==> src/rtl/busdefs_pkg.sv <==
// Shared bus-responder definitions: bus-cycle state encodings, ROM window
// defaults and small byte-lane helpers used by the BIOS ROM responder.
package busdefs_pkg;

  typedef enum logic [1:0] {
    ST_IDLE  = 2'd0,
    ST_FETCH = 2'd1,
    ST_DRAIN = 2'd2,
    ST_DONE  = 2'd3
  } bus_state_e;

  localparam logic [31:0] ROM_BASE_DEFAULT = 32'h000F_0000;
  localparam logic [31:0] OOW_FILL         = 32'hFFFF_FFFF;
  localparam logic [1:0]  LAST_BYTE        = 2'd3;

  function automatic logic in_window(input logic [15:0] addr_hi, input logic [15:0] base_hi);
    return (addr_hi == base_hi);
  endfunction

  // Byte 3 is never stored here: it completes the word directly.
  function automatic logic [23:0] put_byte(input logic [23:0] word, input logic [1:0] idx,
                                           input logic [7:0] data);
    logic [23:0] w;
    w = word;
    case (idx)
      2'd0:    w[7:0]   = data;
      2'd1:    w[15:8]  = data;
      2'd2:    w[23:16] = data;
      default: w        = word;
    endcase
    return w;
  endfunction

endpackage

==> src/rtl/rom_tag_pipe.sv <==
// Delay line that follows each ROM strobe and its byte index so the byte can be
// captured exactly DEPTH cycles after the strobe was presented to the ROM.
module rom_tag_pipe
  import busdefs_pkg::*;
#(
  parameter int unsigned DEPTH = 1
) (
  input  logic       clk,
  input  logic       rst_n,
  input  logic       in_valid,
  input  logic [1:0] in_idx,
  output logic       out_valid,
  output logic [1:0] out_idx
);

  localparam int unsigned IW = 2 * DEPTH;

  logic [DEPTH-1:0] valid_q, valid_d;
  logic [IW-1:0]    idx_q, idx_d;

  // Shift every stage one step towards the output.
  always_comb begin
    valid_d = (valid_q << 1'b1) | DEPTH'(in_valid);
    idx_d   = (idx_q << 2'd2) | IW'(in_idx);
  end

  // Stage registers.
  always_ff @(posedge clk or negedge rst_n) begin
    if (!rst_n) begin
      valid_q <= '0;
      idx_q   <= '0;
    end else begin
      valid_q <= valid_d;
      idx_q   <= idx_d;
    end
  end

  assign out_valid = valid_q[DEPTH-1];
  assign out_idx   = idx_q[IW-1 -: 2];

endmodule

==> src/rtl/bios_rom_responder.sv <==
// Memory-bus responder for the 64 KB BIOS ROM window: assembles 32-bit reads
// from four byte fetches, acknowledges and drops writes, fills reads outside the window.
module bios_rom_responder
  import busdefs_pkg::*;
#(
  parameter logic [31:0] ROM_BASE    = ROM_BASE_DEFAULT,
  parameter int unsigned ROM_LATENCY = 1
) (
  input  logic        clk,
  input  logic        rst_n,
  input  logic [31:0] bus_address,
  input  logic        bus_rd_enable,
  output logic [31:0] bus_rd_data,
  output logic        bus_rd_valid,
  input  logic        bus_wr_enable,
  input  logic [31:0] bus_wr_data,
  input  logic [3:0]  bus_wr_mask,
  output logic        bus_wr_ack,
  output logic        bus_busy,
  output logic [15:0] rom_address,
  output logic        rom_rd_enable,
  input  logic [7:0]  rom_rd_data
);

  localparam int unsigned PIPE_DEPTH = (ROM_LATENCY < 32'd1) ? 32'd1 :
                                       (ROM_LATENCY > 32'd4) ? 32'd4 : ROM_LATENCY;

  bus_state_e  state_q, state_d;
  logic [1:0]  cnt_q, cnt_d;
  logic [13:0] word_addr_q, word_addr_d;
  logic [23:0] word_q, word_d;
  logic [31:0] rd_data_q, rd_data_d;
  logic        rd_valid_q, rd_valid_d;
  logic        wr_ack_q, wr_ack_d;
  logic        busy_q, busy_d;
  logic        rom_en_q, rom_en_d;
  logic [15:0] rom_addr_q, rom_addr_d;

  logic        tag_valid;
  logic [1:0]  tag_idx;
  logic        last_byte;
  logic        hit;
  logic        unused_inputs;

  // Write payload and byte offset within the word carry no information for a ROM.
  assign unused_inputs = ^{bus_wr_data, bus_wr_mask, bus_address[1:0]};

  assign hit       = in_window(bus_address[31:16], ROM_BASE[31:16]);
  assign last_byte = tag_valid && (tag_idx == LAST_BYTE);

  rom_tag_pipe #(
    .DEPTH (PIPE_DEPTH)
  ) u_tag_pipe (
    .clk       (clk),
    .rst_n     (rst_n),
    .in_valid  (rom_en_q),
    .in_idx    (rom_addr_q[1:0]),
    .out_valid (tag_valid),
    .out_idx   (tag_idx)
  );

  // State and registered outputs.
  always_ff @(posedge clk or negedge rst_n) begin
    if (!rst_n) begin
      state_q     <= ST_IDLE;
      cnt_q       <= 2'd0;
      word_addr_q <= 14'd0;
      word_q      <= 24'd0;
      rd_data_q   <= 32'd0;
      rd_valid_q  <= 1'b0;
      wr_ack_q    <= 1'b0;
      busy_q      <= 1'b0;
      rom_en_q    <= 1'b0;
      rom_addr_q  <= 16'd0;
    end else begin
      state_q     <= state_d;
      cnt_q       <= cnt_d;
      word_addr_q <= word_addr_d;
      word_q      <= word_d;
      rd_data_q   <= rd_data_d;
      rd_valid_q  <= rd_valid_d;
      wr_ack_q    <= wr_ack_d;
      busy_q      <= busy_d;
      rom_en_q    <= rom_en_d;
      rom_addr_q  <= rom_addr_d;
    end
  end

  // Next-state logic.
  always_comb begin
    state_d = state_q;
    case (state_q)
      ST_IDLE: begin
        if (bus_rd_enable && hit) begin
          state_d = ST_FETCH;
        end else begin
          state_d = ST_IDLE;
        end
      end
      ST_FETCH: begin
        if (cnt_q == LAST_BYTE) begin
          state_d = ST_DRAIN;
        end else begin
          state_d = ST_FETCH;
        end
      end
      ST_DRAIN: begin
        if (last_byte) begin
          state_d = ST_DONE;
        end else begin
          state_d = ST_DRAIN;
        end
      end
      ST_DONE: state_d = ST_IDLE;
      default: state_d = ST_IDLE;
    endcase
  end

  // Output and datapath next values; all bus-facing outputs leave from flops.
  always_comb begin
    cnt_d       = cnt_q;
    word_addr_d = word_addr_q;
    rd_data_d   = rd_data_q;
    rd_valid_d  = 1'b0;
    rom_en_d    = 1'b0;
    rom_addr_d  = rom_addr_q;
    busy_d      = (state_d != ST_IDLE);

    if ((state_q == ST_IDLE) && bus_wr_enable) begin
      wr_ack_d = 1'b1;
    end else begin
      wr_ack_d = 1'b0;
    end

    // Bytes land in the scratch word so bus_rd_data stays stable until completion.
    if (tag_valid) begin
      word_d = put_byte(word_q, tag_idx, rom_rd_data);
    end else begin
      word_d = word_q;
    end

    case (state_q)
      ST_IDLE: begin
        cnt_d = 2'd0;
        if (bus_rd_enable && hit) begin
          word_addr_d = bus_address[15:2];
        end else if (bus_rd_enable) begin
          rd_valid_d = 1'b1;
          rd_data_d  = OOW_FILL;
        end else begin
          word_addr_d = word_addr_q;
        end
      end
      ST_FETCH: begin
        rom_en_d   = 1'b1;
        rom_addr_d = {word_addr_q, cnt_q};
        cnt_d      = cnt_q + 2'd1;
      end
      ST_DRAIN: begin
        if (last_byte) begin
          rd_valid_d = 1'b1;
          rd_data_d  = {rom_rd_data, word_q};
        end else begin
          rd_valid_d = 1'b0;
        end
      end
      ST_DONE: begin
        cnt_d = 2'd0;
      end
      default: begin
        cnt_d = 2'd0;
      end
    endcase
  end

  assign bus_rd_data   = rd_data_q;
  assign bus_rd_valid  = rd_valid_q;
  assign bus_wr_ack    = wr_ack_q;
  assign bus_busy      = busy_q;
  assign rom_address   = rom_addr_q;
  assign rom_rd_enable = rom_en_q;

endmodule
==> config.mk <==
export PLATFORM = sky130hd
export DESIGN_NAME = bios_rom_responder
export DESIGN_NICKNAME = d
export VERILOG_FILES = /design/src/rtl/busdefs_pkg.sv /design/src/rtl/rom_tag_pipe.sv /design/src/rtl/bios_rom_responder.sv
export SDC_FILE = /design/constraint.sdc
export NUM_CORES = 1
export LEC_CHECK = 0
export BUFFER_PORTS_ARGS = -buffer_cell sky130_fd_sc_hd__buf_4
export CELL_PAD_IN_SITES_DETAIL_PLACEMENT = 1
export CELL_PAD_IN_SITES_GLOBAL_PLACEMENT = 1
export CORE_AREA = 8 8 125 98
export DETAILED_ROUTE_END_ITERATION = 8
export DIE_AREA = 0 0 133 106
export PLACE_DENSITY_LB_ADDON = 0.1
export SLEW_MARGIN = 10
export SYNTH_ARGS = -nofsm -noshare
export SYNTH_HDL_FRONTEND = slang
export SYNTH_HIERARCHICAL = 1
export SYNTH_SLANG_ARGS = --single-unit
export TNS_END_PERCENT = 100
==> constraint.sdc <==
create_clock -name clk -period 2.3 [get_ports clk]
set_clock_uncertainty 0.05 [all_clocks]
set_input_delay 0.345 -clock clk [delete_from_list [all_inputs] [get_ports clk]]
set_output_delay 0.345 -clock clk [all_outputs]
set_load 0.02 [all_outputs]
==> run metrics <==
vias in the first global route=2904; Die X=133 um; die height=106 um; Hold Startpoint=bus_address[12]; final worst setup slack=173.4 ps; placeable core region=10450 sq um; CP Cell Sequence=inv_1, ha_1, mux2i_1, a21o_1, a31oi_4, buf_12, mux2_2; slowest stage delay, CP=410 ps; Clock Pin Slew Worst Setup and Hold Paths=60 ps; crit path max fanout=18; Sinks on Clock Net=97; Routed WL=8732 um; Ports=132; number of enable flip-flop cells after synthesis=0; Final Non-Filler Cells=513; largest area contributor in the netlist=dfrtp_1; CP startpoint=state_q[0]; pre-CTS WS=-3.098 ps; Leakage Power=2.489 nW; CTS Buffer Depth=2; post-synth top area share=59.56%; n_diodes=0; VDD IR max=0.4147 mV; CP startpoint kind=flop; GRT overflow=0; RePlAce Congestion=0.6891; status=completed; Total GRT Usage=13.54%; Slew @ Worst Pin=585.3 ps; DR DRC count=0; post-synth cell types=30; Buf+Inv Stages, Crit Path=2; Setup crit end kind=flop; PwrDens=652.1 nW/um^2; DIE AREA=14100 sq um; ys flop type=dfrtp_1; HP Class=primary input to flop; asr flop ratio synth=100.0%; Final ANT Viol Nets=0; Initial Utilization=39.01%; Final Max Tran Viols=0; drt pass-1 iters=4; Final period util=92.46%; Avg Cell Area, Syn=15.49 sq um; fraction of final layout cells sized beyond drive strength 1=53.62%; RSZ-0062 raised after global routing=no; relative slew slack=60.86%; Worst Path Required=2470 ps; R2R Path Start=state_q[0]; CP Class=flop to flop; Iteration-0 DRC Markers=62; final setup violation count=0; overall power=3.488 mW; Final nets=455; most common cell in the netlist=dfrtp_1; Synth Cell Area=4075 sq um; max_cap viols=0; Critical Path AT=2300 ps; TritonCTS Buffers=9; routed len/inst=17.02 um; synthesized instance count=263; CTS tree=yes; Synth Net Count=349; Final HPWL DP=6194 um; largest net degree at the start of global routing=43; Worst-Skew Late Latency=330 ps; ranking of synthesized cells by area=dfrtp_1 60%, mux2_2 13%, mux2_4 11%, nand2b_1 5.1%, mux2_1 2.8%; Layout area overhead=31.26%; Rows=33; clock root buffer=clkbuf_16; Yosys reg bits=97; placed cells=497; routed vias/inst=4.784; first-pass GRT wire length=15210 um; Max Clock Freq=0.4702 GHz; Port-buffer cells=93; CP delay by family, top=multiplexers; Yosys Warn Count=6; Commonest cells post-synth=97 x dfrtp_1, 46 x mux2_2, 33 x nand2b_1, 30 x mux2_4, 10 x mux2_1; via count=2454; H-tree depth=3; final worst path period need=2127 ps; Seq/Total Area, Yosys=59.56%; final hold vios=0; TNS Setup=0 ps; slowest CP cell=dfrtp_1; initial antenna violation count=0
cells by family (layout without fill, tap and decap cells):
family,after synthesis,after routing,synth area share [%]
flip-flops,97,97,59.56
multiplexers,87,87,26.77
AND/OR/NAND/NOR,54,54,8.689
buffers and inverters,12,122,1.934
AO/OA/AOI/OAI,7,7,1.197
adder cells (fa/ha/maj),6,6,1.842
path summary, 6_finish.rpt:
path,cells past startpoint,slack [ps],endpoint
setup / recovery,7,170,bus_rd_data[22]
hold reg to reg,0,330,u_tag_pipe/out_valid
min in group asynchronous,2,480,bus_rd_data[7]
setup reg to reg,7,170,bus_rd_data[22]
hold / removal,2,170,word_addr_q[10]
max in group asynchronous,3,990,word_addr_q[6]
metal layers:
layer,vias to the layer above,GRT usage [%],part of all wire (%)
met3,11,5.325,6.8
met5,-,0,0
met4,0,5.255,1.9
met2,62,21.91,48
li1,1114,-,-
met1,1267,15.99,43
power by group:
part	internal (mW)	switching [mW]	leakage (nW)	total [mW]
logic	0.0892	0.0758	1.19	0.165
clock network	0.980	0.614	0.156	1.59
registers	1.72	0.00635	1.15	1.73
cell type report:
class                   instances  area, sq um
fillers                      1044         5097
flip-flops and latches         97         2427
repair buffers                105        840.8
well taps                     140        175.2
clock inverters                 4        77.57
multi-input cells             154         1578
clock buffers                  11        242.7
inverters                       2        7.507
state kept, by name, summed over array words and instances, names as in the netlist:
| name | flops |
|---|---|
| u_tag_pipe/out_idx | 2 |
| state_q | 2 |
| bus_rd_valid | 1 |
| word_addr_q | 14 |
| rom_address | 16 |
| bus_rd_data | 32 |
| cnt_q | 2 |
| bus_wr_ack | 1 |
| u_tag_pipe/out_valid | 1 |
| bus_busy | 1 |
| rom_rd_enable | 1 |
| word_q | 24 |
cells in the final DEF (no fill, tap or decap), drive strengths merged:
master,n
dfrtp,97
or4,2
a31oi,1
or2,1
and3,1
o21ai,3
nand2b,33
bufinv,2
nor2,1
mux2,86
nand4b,1
buf,104
nand3b,2
nand2,6
mux2i,1
nor4,1
dlygate4sd3,1
clkinv,2
ha,6
clkbuf,11
nand4,1
nor3b,1
a21o,1
and2,1
nand3,2
or4b,1
inv,2
a31o,1
a21oi,1
worst reg2reg max path: stages (launching register included):
cell	delay, ps
dfrtp_1	410
inv_1	140
ha_1	310
mux2i_1	110
a21o_1	180
a31oi_4	230
buf_12	220
mux2_2	350
stage by stage:
stage / utilization, % / cell area [sq um] / hold WS (ps)
floorplan: - / 4075 / -0.5911
global placement: 48.04 / 5019 / 316.7
detailed placement: 48.04 / 5019 / 317.7
CTS: 51.20 / 5349 / 159.9
global route: 51.20 / 5349 / 160.5
finish: 51.20 / 5349 / 171.9
what timing repair did:
action | CTS | global route
resized for setup | 0 | 0
hold buffers | 1 | 0
endpoints found under the hold margin | 39 | 0
buffers inserted | 0 | 0
(Power assumes the default switching activity.)
